[config.mk]
export PLATFORM = sky130hd
export DESIGN_NAME = crc8_tx_framer
export DESIGN_NICKNAME = d
export VERILOG_FILES = /design/src/rtl/crc8_pkg.sv /design/src/rtl/crc8_bit_lfsr.sv /design/src/rtl/crc8_tx_framer.sv
export SDC_FILE = /design/constraint.sdc
export NUM_CORES = 1
export LEC_CHECK = 0
export ABC_AREA = 0
export ABC_CLOCK_PERIOD_IN_PS = 2190
export CAP_MARGIN = 15
export CORE_MARGIN = 3
export CORE_UTILIZATION = 50
export CTS_CLUSTER_SIZE = 8
export DETAILED_ROUTE_END_ITERATION = 16
export PLACE_DENSITY = 0.74
export SYNTH_ARGS = -nofsm -noshare
export SYNTH_HDL_FRONTEND = slang
export SYNTH_SLANG_ARGS = --single-unit
[constraint.sdc]
create_clock -name clk -period 2.19 [get_ports clk]
set_input_delay 0.438 -clock clk [delete_from_list [all_inputs] [get_ports clk]]
set_output_delay 0.438 -clock clk [all_outputs]
set_load 0.1 [all_outputs]
[src/rtl/crc8_pkg.sv]
// Shared CRC-8 definitions for the transmit framer and the matching receive checker.
// Both ends call crc8_step so the bit-serial update has a single definition.
package crc8_pkg;

  typedef enum logic [2:0] {
    ST_IDLE = 3'd0,
    ST_DATA = 3'd1,
    ST_WAIT = 3'd2,
    ST_CRC  = 3'd3,
    ST_GAP  = 3'd4
  } state_t;

  typedef enum logic [1:0] {
    LFSR_HOLD  = 2'd0,
    LFSR_INIT  = 2'd1,
    LFSR_STEP  = 2'd2,
    LFSR_SHIFT = 2'd3
  } lfsr_op_t;

  localparam logic [7:0] CRC8_POLY_DEFAULT = 8'h07;
  localparam logic [7:0] CRC8_INIT_DEFAULT = 8'h00;

  function automatic logic [7:0] crc8_step(input logic [7:0] crc, input logic din,
                                           input logic [7:0] poly);
    logic fb;
    fb = din ^ crc[7];
    return {crc[6:0], 1'b0} ^ (fb ? poly : 8'h00);
  endfunction

endpackage

[src/rtl/crc8_bit_lfsr.sv]
// 8-bit CRC register: hold, reload INIT, absorb one message bit, or shift the
// finished CRC out MSB-first (zero fill).
module crc8_bit_lfsr
  import crc8_pkg::*;
#(
  parameter logic [7:0] POLY = CRC8_POLY_DEFAULT,
  parameter logic [7:0] INIT = CRC8_INIT_DEFAULT
) (
  input  logic       clk,
  input  logic       reset_n,
  input  lfsr_op_t   i_op,
  input  logic       i_bit,
  output logic [7:0] o_crc
);

  logic [7:0] r_crc;

  always_ff @(posedge clk) begin
    if (!reset_n) begin
      r_crc <= INIT;
    end else begin
      case (i_op)
        LFSR_INIT:  r_crc <= INIT;
        LFSR_STEP:  r_crc <= crc8_step(r_crc, i_bit, POLY);
        LFSR_SHIFT: r_crc <= {r_crc[6:0], 1'b0};
        default:    r_crc <= r_crc;
      endcase
    end
  end

  assign o_crc = r_crc;

endmodule

[src/rtl/crc8_tx_framer.sv]
// Bit-serial CRC-8 frame transmitter: bytes in over valid/ready, bits out MSB-first,
// CRC appended MSB-first, then a forced idle gap so the receiver can evaluate.
module crc8_tx_framer
  import crc8_pkg::*;
#(
  parameter logic [7:0]  POLY       = CRC8_POLY_DEFAULT,
  parameter logic [7:0]  INIT       = CRC8_INIT_DEFAULT,
  parameter int unsigned GAP_CYCLES = 1
) (
  input  logic       clk,
  input  logic       reset_n,
  input  logic       s_valid,
  input  logic [7:0] s_data,
  input  logic       s_last,
  output logic       s_ready,
  input  logic       tx_ready,
  output logic       tx_valid,
  output logic       tx_bit,
  output logic       tx_is_crc,
  output logic       tx_last,
  output logic       frame_done,
  output logic       underrun
);

  localparam logic [3:0] GAP_LOAD = 4'(GAP_CYCLES - 1);

  state_t     r_state, w_state_nxt;
  logic [7:0] r_shreg, w_shreg_nxt;
  logic       r_last_f, w_last_f_nxt;
  logic [2:0] r_cnt, w_cnt_nxt;
  logic [3:0] r_gap, w_gap_nxt;
  logic       r_frame_done, w_frame_done_nxt;
  logic       r_underrun, w_underrun_nxt;
  lfsr_op_t   w_lfsr_op;
  logic [7:0] w_crc;
  logic       w_consume, w_boundary, w_accept;

  crc8_bit_lfsr #(.POLY(POLY), .INIT(INIT)) u_lfsr (
    .clk    (clk),
    .reset_n(reset_n),
    .i_op   (w_lfsr_op),
    .i_bit  (r_shreg[7]),
    .o_crc  (w_crc)
  );

  // Serial outputs are pure decodes of registered state, so they hold while stalled.
  assign tx_valid   = (r_state == ST_DATA) || (r_state == ST_CRC);
  assign tx_is_crc  = (r_state == ST_CRC);
  assign tx_bit     = (r_state == ST_DATA) ? r_shreg[7] :
                      (r_state == ST_CRC)  ? w_crc[7]   : 1'b0;
  assign tx_last    = (r_state == ST_CRC) && (r_cnt == 3'd0);
  assign frame_done = r_frame_done;
  assign underrun   = r_underrun;

  assign w_consume  = tx_valid && tx_ready;
  assign w_boundary = (r_state == ST_DATA) && (r_cnt == 3'd0) && tx_ready && !r_last_f;
  assign s_ready    = (r_state == ST_IDLE) || (r_state == ST_WAIT) || w_boundary;
  assign w_accept   = s_valid && s_ready;

  always_ff @(posedge clk) begin
    if (!reset_n) begin
      r_state      <= ST_IDLE;
      r_shreg      <= '0;
      r_last_f     <= 1'b0;
      r_cnt        <= '0;
      r_gap        <= '0;
      r_frame_done <= 1'b0;
      r_underrun   <= 1'b0;
    end else begin
      r_state      <= w_state_nxt;
      r_shreg      <= w_shreg_nxt;
      r_last_f     <= w_last_f_nxt;
      r_cnt        <= w_cnt_nxt;
      r_gap        <= w_gap_nxt;
      r_frame_done <= w_frame_done_nxt;
      r_underrun   <= w_underrun_nxt;
    end
  end

  always_comb begin
    w_state_nxt      = r_state;
    w_shreg_nxt      = r_shreg;
    w_last_f_nxt     = r_last_f;
    w_cnt_nxt        = r_cnt;
    w_gap_nxt        = r_gap;
    w_lfsr_op        = LFSR_HOLD;
    w_frame_done_nxt = 1'b0;
    w_underrun_nxt   = 1'b0;
    case (r_state)
      ST_IDLE, ST_WAIT: begin
        if (w_accept) begin
          w_shreg_nxt  = s_data;
          w_last_f_nxt = s_last;
          w_cnt_nxt    = 3'd7;
          w_state_nxt  = ST_DATA;
          // WAIT keeps the running CRC; only a fresh frame reloads INIT.
          if (r_state == ST_IDLE) w_lfsr_op = LFSR_INIT;
        end
      end
      ST_DATA: begin
        if (w_consume) begin
          w_lfsr_op   = LFSR_STEP;
          w_shreg_nxt = {r_shreg[6:0], 1'b0};
          w_cnt_nxt   = r_cnt - 3'd1;
          if (r_cnt == 3'd0) begin
            if (r_last_f) begin
              w_state_nxt = ST_CRC;
              w_cnt_nxt   = 3'd7;
            end else if (w_accept) begin
              w_shreg_nxt  = s_data;
              w_last_f_nxt = s_last;
              w_cnt_nxt    = 3'd7;
            end else begin
              w_state_nxt    = ST_WAIT;
              w_underrun_nxt = 1'b1;
            end
          end
        end
      end
      ST_CRC: begin
        if (w_consume) begin
          w_lfsr_op = LFSR_SHIFT;
          w_cnt_nxt = r_cnt - 3'd1;
          if (r_cnt == 3'd0) begin
            w_state_nxt      = ST_GAP;
            w_gap_nxt        = GAP_LOAD;
            w_frame_done_nxt = 1'b1;
          end
        end
      end
      ST_GAP: begin
        if (r_gap == 4'd0) w_state_nxt = ST_IDLE;
        else               w_gap_nxt   = r_gap - 4'd1;
      end
      default: w_state_nxt = ST_IDLE;
    endcase
  end

endmodule

* Word level (Yosys, flattened, before mapping)
Cells that the tools add are included.
Operators by class: eq/ne operators 15, reductions and logical operators 25, muxes and demuxes 43, $add $sub $neg 2, bitwise logic cells 6
Operators by type and width (number):
- $mux 3 | 15
- $mux 8 | 5
- $pmux 8 s3 | 1
- $pmux 8 s2 | 1
- $mux 4 | 3
- $pmux 3 s4 | 1
- $reduce_and 4->1 | 3
- $mux 1 | 11
- $pmux 3 s3 | 1
- $ne 2x2->1 const B | 4
- $pmux 4 s2 | 1
- $xor 8x8->8 | 1
- $reduce_and 7->1 | 1
- $eq 3x2->1 const B | 2
- $logic_and 1x1->1 | 6
- $logic_not 3->1 | 2
- $ne 2x1->1 const B | 3
- $pmux 2 s3 | 1
- $reduce_and 3->1 | 2
- $reduce_bool 3->1 | 2
- $reduce_or 5->1 | 1
- $eq 2x2->1 const B | 2
- $logic_not 4->1 | 1
- $mux 2 | 2
- other kinds (13) | 19
Storage, ports and cells: register bits after elaboration 29, logic and storage cells 99, bits of input ports 13, output and inout bits 7

* Logic depth before layout (Yosys ltp)
Gate-level depths: netlist of the first run.
depth after elaboration 11, mapped depth 8

* Modules after synthesis
From an unflattened synthesis of the first run, not the netlist that was laid out.
Unflattened totals: cells, all modules 165, area, all modules 1483.9 µm²
By module, submodules not included:
- crc8_tx_framer | cells an instance 126, area each 1138.6 µm², instances 1, seq. area each 420.4 µm²
- crc8_bit_lfsr | cells an instance 39, area each 345.3 µm², instances 1, seq. area each 160.2 µm²

* Worst setup path after synthesis of the first run
Ideal clock, no wire load.
path type flip-flop to output port, from reg r_state[2], to out tx_bit, data arrival time 2.787 ns, cell stages (with the launch flop) 4, path slack -1.035 ns, required time 1.752 ns, path through dfxtp_1 -> buf_6 -> nor2b_2 -> nor2b_1
On the way: longest elaborated chain between the ends 3, elaborated cells between the ends (all ways) 4, those cells by class 2 x eq/ne; 2 x mux
Ends and longest elaborated chain:
- from (decl) | line crc8_tx_framer.sv:27 | state_t r_state, w_state_nxt;
- from (signal assigned) | line crc8_tx_framer.sv:70 | r_state <= w_state_nxt;
- $eq 3x2->1 | line crc8_tx_framer.sv:50 | (r_state == ST_CRC) ? w_crc[7] : 1'b0;
- $mux 1 | line crc8_tx_framer.sv:50
- $mux 1 (*) | line crc8_tx_framer.sv:49 | assign tx_bit = (r_state == ST_DATA) ? r_shreg[7] :
- to (decl) | line crc8_tx_framer.sv:18 | output logic tx_bit,
Every way passes the cells marked *; elsewhere a longest branch is shown, timed or not.

* Final worst setup path of the first run
from reg r_cnt[1], to out s_ready
On the way: longest elaborated chain between the ends 5
Ends and longest elaborated chain:
- from (decl) | line crc8_tx_framer.sv:30 | logic [2:0] r_cnt, w_cnt_nxt;
- from (signal assigned) | line crc8_tx_framer.sv:73 | r_cnt <= w_cnt_nxt;
- $logic_not 3->1 | line crc8_tx_framer.sv:56 | assign w_boundary = (r_state == ST_DATA) && (r_cnt == 3'd0) && tx_ready && !r_last_f;
- $logic_and 1x1->1 (3 in a row) | line crc8_tx_framer.sv:56
- $logic_or 1x1->1 | line crc8_tx_framer.sv:57 | assign s_ready = (r_state == ST_IDLE) || (r_state == ST_WAIT) || w_boundary;
- to (decl) | line crc8_tx_framer.sv:15 | output logic s_ready,
No other way between the ends.

==> results.py, run 1 <==
metrics = {
    "outcome": {
        "status": "completed",
    },
    "final_layout": {
        "num_antenna_cells": 0,
        "fill_cells": 236,
        "fin_cells": 223,
        "synthToLayoutAreaGrowth_pct": 28.7,
        "drive_gt1_frac": 0.234,
        "fin_nets": 207,
        "final_area_mm2": 0.00192,
    },
    "worst_hold_path": {
        "worstHoldPathType": "reg2reg",
    },
    "synthesis": {
        "yosysMostFrequentCell": "dfxtp_1",
        "ys.warnings.count": 0,
        "async_reset_ff_frac": 0,
        "ys.flop_type": "dfxtp_1",
        "synth_seq_area_share": 0.389,
        "ys_top_cells_by_area": "dfxtp_1 39%, mux2i_1 5.4%, nor2b_1 3.4%, o21ai_0 3.4%, a21oi_1 3.0%",
        "syn_nets": 183,
        "syn_area_per_cell_um2": 8.95,
        "synth_edf_count": 0,
        "ys_seq_elements": 29,
        "synth_top_area_frac": 0.389,
        "ys_types": 44,
        "syn_area_mm2": 0.00149,
        "synth_common_cells": "29 x dfxtp_1, 12 x nand2_1, 10 x o21ai_0, 9 x a21oi_1, 9 x inv_1",
        "yosys.area.top_type": "dfxtp_1",
        "synthCells": 167,
    },
    "routing": {
        "drc": 0,
        "wl_um": 3050,
        "avgRoutedWirePerCell_um": 13.7,
        "dr.first_iter.drc_count": 50,
        "postRouteAntennaNets": 0,
        "viasPerCell": 5.76,
        "num_vias": 1284,
        "dr.pass1.iters": 4,
    },
    "worst_setup_path": {
        "critPathTopFamily": "simple AND/OR/NAND/NOR gates",
        "path_cells": "inv_2, ha_4, ha_4, nand2_2, or3_4, a21oi_4, buf_12",
        "worstPathArrival_ns": 1.73,
        "cp-start-kind": "flip-flop",
        "critPathMostFrequentCell": "ha_4",
        "critPathMaxStageDelay_ns": 0.34,
        "crit_type": "reg2out",
        "cp.required_ns": 1.75,
        "path_buf_inv": 2,
        "cp_slowest_cell": "or3_4",
        "path_max_fanout": 2,
        "end_kind": "output pin",
    },
    "global_route": {
        "grt_busiest_layer": "met2",
        "grt_pass1_wl_um": 5360,
        "track_usage": 0.199,
        "grt_pass1_vias": 1200,
        "grt_util_met3": 0.0489,
        "grt-ovfl-total": 0,
        "grt_util_met2": 0.311,
        "grt_antenna_before_repair": 0,
        "grt_max_degree": 19,
        "grt.met1_usage": 0.250,
    },
    "sta": {
        "maxSlewViolCount": 0,
        "worst_slew_pin_slew_ns": 0.553,
        "hold_violations": 0,
        "hold_slack_ns": 0.479,
        "tns_ns": 0,
        "rsz0062_at_grt": "true",
        "setup_viol": 0,
        "post-route-period-util": 0.989,
        "fmax_mhz": 462,
        "skew_ns": 0.00826,
        "min_period_ns": 2.17,
        "slew_headroom": 0.630,
    },
    "place": {
        "io_buffers": 19,
        "hpwl_um": 2190,
        "dpl_cell_area_mm2": 0.00180,
        "dp.cells": 215,
        "routabilityCongestion": 0.757,
    },
    "job": {
        "max_cap_viol_count": 0,
    },
    "power": {
        "power_density_mw_per_mm2": 794,
        "p_leak_nw": 0.757,
        "vdd_drop_max_v": 0.000548,
        "fin_total_pwr_w": 0.00153,
    },
    "cts": {
        "cts_made_buffers": 5,
        "clkLatencyLatePin_ns": 0.33,
        "clk_pin_slew_ns": 0.09,
        "htree_levels": 2,
        "clock-root-buffer": "clkbuf_4",
        "cts_tree": "done",
        "clock_path_buffers": 2,
        "numClockSinks": 29,
    },
    "die": {
        "die_y_um": 60.7,
        "io-pin-count": 20,
        "die_x_um": 60.7,
        "row_count": 19,
        "die_area_mm2": 0.00368,
        "start_util": 0.533,
        "core_mm2": 0.00281,
    },
}
## state kept, by name, summed over array words and instances (netlist names)
register and cells:
underrun 1, r_gap 4, u_lfsr.o_crc 8, r_state 3, frame_done 1, r_shreg 8
r_cnt 3, r_last_f 1
## area by class of cell
type / instances / area, um2 / area share
Clock buffer: 6 / 51.3 / 0.0267
Clock inverter: 2 / 37.5 / 0.0195
Inverter: 9 / 33.8 / 0.0176
Multi-Input combinational cell: 118 / 875 / 0.455
Sequential cell: 29 / 584 / 0.304
Tap cell: 31 / 38.8 / 0.0202
Timing Repair Buffer: 28 / 303 / 0.157
## final timing paths
kind	startpoint	endpoint	slack (ns)	cells past startpoint
setup / recovery	r_cnt[1]	s_ready	0.02	7
hold / removal	r_shreg[0]	r_shreg[0]	0.48	2
setup reg to reg	r_state[2]	r_gap[3]	0.40	4
hold reg to reg	r_shreg[0]	r_shreg[0]	0.48	2
## worst reg2reg max path, stage by stage, from the launching register on
cell	delay [ns]
dfxtp_1	0.64
nor3b_1	0.46
nand2b_1	0.12
or3_1	0.31
a21boi_0	0.18
## placed cells by master (no fill, tap or decap), drive strengths merged, types with 2 or more instances in the layout
| master | count |
|---|---|
| dfxtp | 29 |
| buf | 16 |
| clkdlybuf4s50 | 12 |
| nand2 | 12 |
| o21ai | 11 |
| a21oi | 10 |
| inv | 9 |
| nor2b | 9 |
| mux2i | 8 |
| nand3 | 6 |
| nor2 | 6 |
| clkbuf | 6 |
| a22oi | 5 |
| nor3b | 5 |
| a21boi | 4 |
| or3 | 4 |
| nand3b | 3 |
| o22ai | 3 |
| ha | 3 |
| and2 | 2 |
| nor3 | 2 |
| and4b | 2 |
| a311o | 2 |
| o211ai | 2 |
| nand2b | 2 |
| nand4b | 2 |
| o21a | 2 |
| o311a | 2 |
| and3 | 2 |
## cells by family after synthesis
logic type | after synthesis | synth area share
XOR/XNOR | 1 | 0.00586
buffers and inverters | 20 | 0.0645
AO/OA/AOI/OAI | 45 | 0.212
AND/OR/NAND/NOR | 60 | 0.243
adder cells (fa/ha/maj) | 3 | 0.0251
multiplexers | 9 | 0.0611
flip-flops | 29 | 0.389
## per-stage QoR
| step | util | setup slack (ns) |
|---|---|---|
| 6_report | 0.686 | 0.0242 |
| 5_1_grt | 0.686 | -0.0454 |
| 4_1_cts | 0.686 | -0.0137 |
| 3_5_place_dp | 0.641 | 0.0156 |
| 3_3_place_gp | 0.641 | 0.0618 |
| 2_1_floorplan | - | 0.0153 |
## per-layer routing
metal  share of wire  routed length (um)
met5               0                   0
met3           0.051                 154
met2            0.48                1460
met4           0.025                  76
met1            0.45                1360
## power by group
part | switching (W) | internal (W) | leakage, nW | total, W
Clock | 0.000194 | 0.000271 | 0.0445 | 0.000465
Combinational | 0.000244 | 0.000201 | 0.475 | 0.000445
Sequential | 0.0000445 | 0.000573 | 0.238 | 0.000617
Total | 0.000483 | 0.00104 | 0.757 | 0.00153
## repair_timing
| action | in CTS | in global routing |
|---|---|---|
| gates resized for setup | 11 | 0 |
| setup buffers | 0 | 0 |
| pin swaps | 3 | 1 |
| endpoints found under the setup margin | 1 | 1 |
| hold buffers | 0 | 0 |
(Power assumes the default switching activity.)
==> run 2, diff against run 1 <==
Settings changed: CORE_UTILIZATION 50 to 54, GPL_ROUTABILITY_DRIVEN from default to 0, PLACE_DENSITY 0.74 to 0.79.
==> run 2 against run 1 <==
Utilization rose by 6.5 points. Sequential share of layout area rose by 0.15 points. Critical path depth did not move. Die area fell by 6.7%. Register-to-register slack improved by 0.06 ns. Clock skew rose by 0.0020 ns. Worst hold slack improved by 0.0082 ns. Global-route usage fell by 0.60 points. Non-clock buffer count fell by 1. Wire length fell by 0.95%. Power fell by 0.99%. Critical endpoint unchanged.
==> results.py, run 2 (same netlist as run 1, synthesis figures left out) <==
metrics = {
    "global_route": {
        "grt_pass1_wl_um": 5110,
        "track_usage": 0.193,
        "grt_antenna_before_repair": 0,
        "grt_pass1_vias": 1222,
        "grt_max_degree": 20,
        "grt-ovfl-total": 0,
    },
    "power": {
        "pwr-share-clk": 0.296,
        "seqPwrFrac": 0.409,
        "vdd_drop_max_v": 0.000596,
        "swShare": 0.308,
        "p_switching_w": 0.000466,
        "fin_total_pwr_w": 0.00151,
        "p_leak_nw": 0.752,
        "p_int_w": 0.00105,
        "pwr-share-comb": 0.295,
        "power_density_mw_per_mm2": 792,
    },
    "final_layout": {
        "fill_cells": 187,
        "final_area_mm2": 0.00191,
        "synthToLayoutAreaGrowth_pct": 27.8,
        "final_util": 0.750,
        "mostFrequentLayoutCells": "27 x dfxtp_1, 12 x clkdlybuf4s50_1, 11 x nand2_1",
        "final-seq-area_um2": 583,
        "fin_nets": 206,
        "drive_gt1_frac": 0.220,
        "multi_input_area_um2": 875,
        "fin_cells": 221,
        "num_antenna_cells": 0,
        "final_common_cell": "dfxtp_1",
    },
    "worst_setup_path": {
        "end_kind": "output pin",
        "worstPathArrival_ns": 1.71,
        "cp-start-kind": "flip-flop",
        "cp.required_ns": 1.75,
        "crit_type": "reg2out",
        "path_max_fanout": 2,
    },
    "sta": {
        "maxSlewViolCount": 0,
        "worst_slew_pin_slew_ns": 0.507,
        "hold_slack_ns": 0.487,
        "hold_violations": 0,
        "setup_viol": 0,
        "slew_headroom": 0.661,
        "post-route-period-util": 0.981,
        "rsz0062_at_grt": "true",
        "min_period_ns": 2.15,
        "fmax_mhz": 465,
        "skew_ns": 0.0103,
    },
    "routing": {
        "drc": 0,
        "avgRoutedWirePerCell_um": 13.6,
        "met2WireLength_um": 1510,
        "num_vias": 1285,
        "top_layer": "met4",
        "viasPerCell": 5.81,
        "dr.pass1.iters": 4,
        "drt-met1-wl_um": 1280,
        "dr.first_iter.drc_count": 21,
        "wl_met3_um": 172,
        "wl_um": 3020,
        "postRouteAntennaNets": 0,
    },
    "cts": {
        "numClockSinks": 29,
        "hold_buffers": 0,
        "htree_levels": 2,
        "cts_tree": "done",
        "clkLatencyLatePin_ns": 0.32,
        "post-cts-setup-buffer-count": 0,
        "clock_path_buffers": 2,
        "clk_pin_slew_ns": 0.08,
        "clock-root-buffer": "clkbuf_4",
        "cts_made_buffers": 5,
    },
    "die": {
        "row_count": 18,
        "die_x_um": 58.6,
        "die_area_mm2": 0.00343,
        "core_mm2": 0.00254,
        "start_util": 0.587,
        "io-pin-count": 20,
        "die_y_um": 58.6,
    },
    "place": {
        "io_buffers": 19,
        "dpl_cell_area_mm2": 0.00179,
        "hpwl_um": 2230,
        "dp.cells": 213,
    },
    "worst_hold_path": {
        "worstHoldPathType": "reg2reg",
    },
    "outcome": {
        "status": "completed",
    },
    "job": {
        "max_cap_viol_count": 0,
    },
}
-- run 2: what timing repair did --
item	CTS	global route
endpoints found under the setup margin	1	3
gates cloned	0	0
pin swaps	2	0
gates resized for setup	8	2
-- run 2: final timing paths --
check | from | to | slack (ns) | depth (start not counted)
min reg2reg | r_shreg[0] | r_shreg[0] | 0.49 | 2
min | r_shreg[0] | r_shreg[0] | 0.49 | 2
max | r_cnt[0] | s_ready | 0.04 | 7
max reg2reg | r_cnt[1] | r_state[1] | 0.46 | 8
-- run 2: final cells by class --
cell class	instances	share of cell area
clock buffers	7	0.0288
inverters	9	0.0177
multi-input cells	118	0.458
clock inverters	1	0.0157
well taps	30	0.0197
repair buffers	27	0.155
flip-flops and latches	29	0.305
-- run 2: worst max-delay path, stage by stage, from the launching register on --
cell,delay [ns]
dfxtp_2,0.33
inv_2,0.07
ha_4,0.14
ha_4,0.13
nand2_2,0.05
or3_4,0.34
a21oi_4,0.15
buf_12,0.19
-- run 2: through the flow --
stage,setup slack [ns],setup TNS [ns]
after floorplan,0.0153,0
after global placement,0.0656,0
after detailed placement,0.0320,0
after CTS,0.0115,0
after global routing,-0.0200,-0.0200
final,0.0409,0
-- run 2: power groups by stage --
stage / registers [W] / clock network (W) / logic [W]
3_3_place_gp: 0.000622 / 0 / 0.000413
5_1_grt: 0.000624 / 0.000477 / 0.000486
4_1_cts: 0.000615 / 0.000460 / 0.000450
3_5_place_dp: 0.000626 / 0 / 0.000424
2_1_floorplan: 0.000605 / 0 / 0.000311
6_report: 0.000618 / 0.000448 / 0.000447
-- run 2: routing by layer --
metal  vias to the layer above  GRT usage
li1                        651          -
met1                       596      0.213
met2                        30      0.340
met3                         8     0.0658
met4                         0     0.0777
met5                         -          0
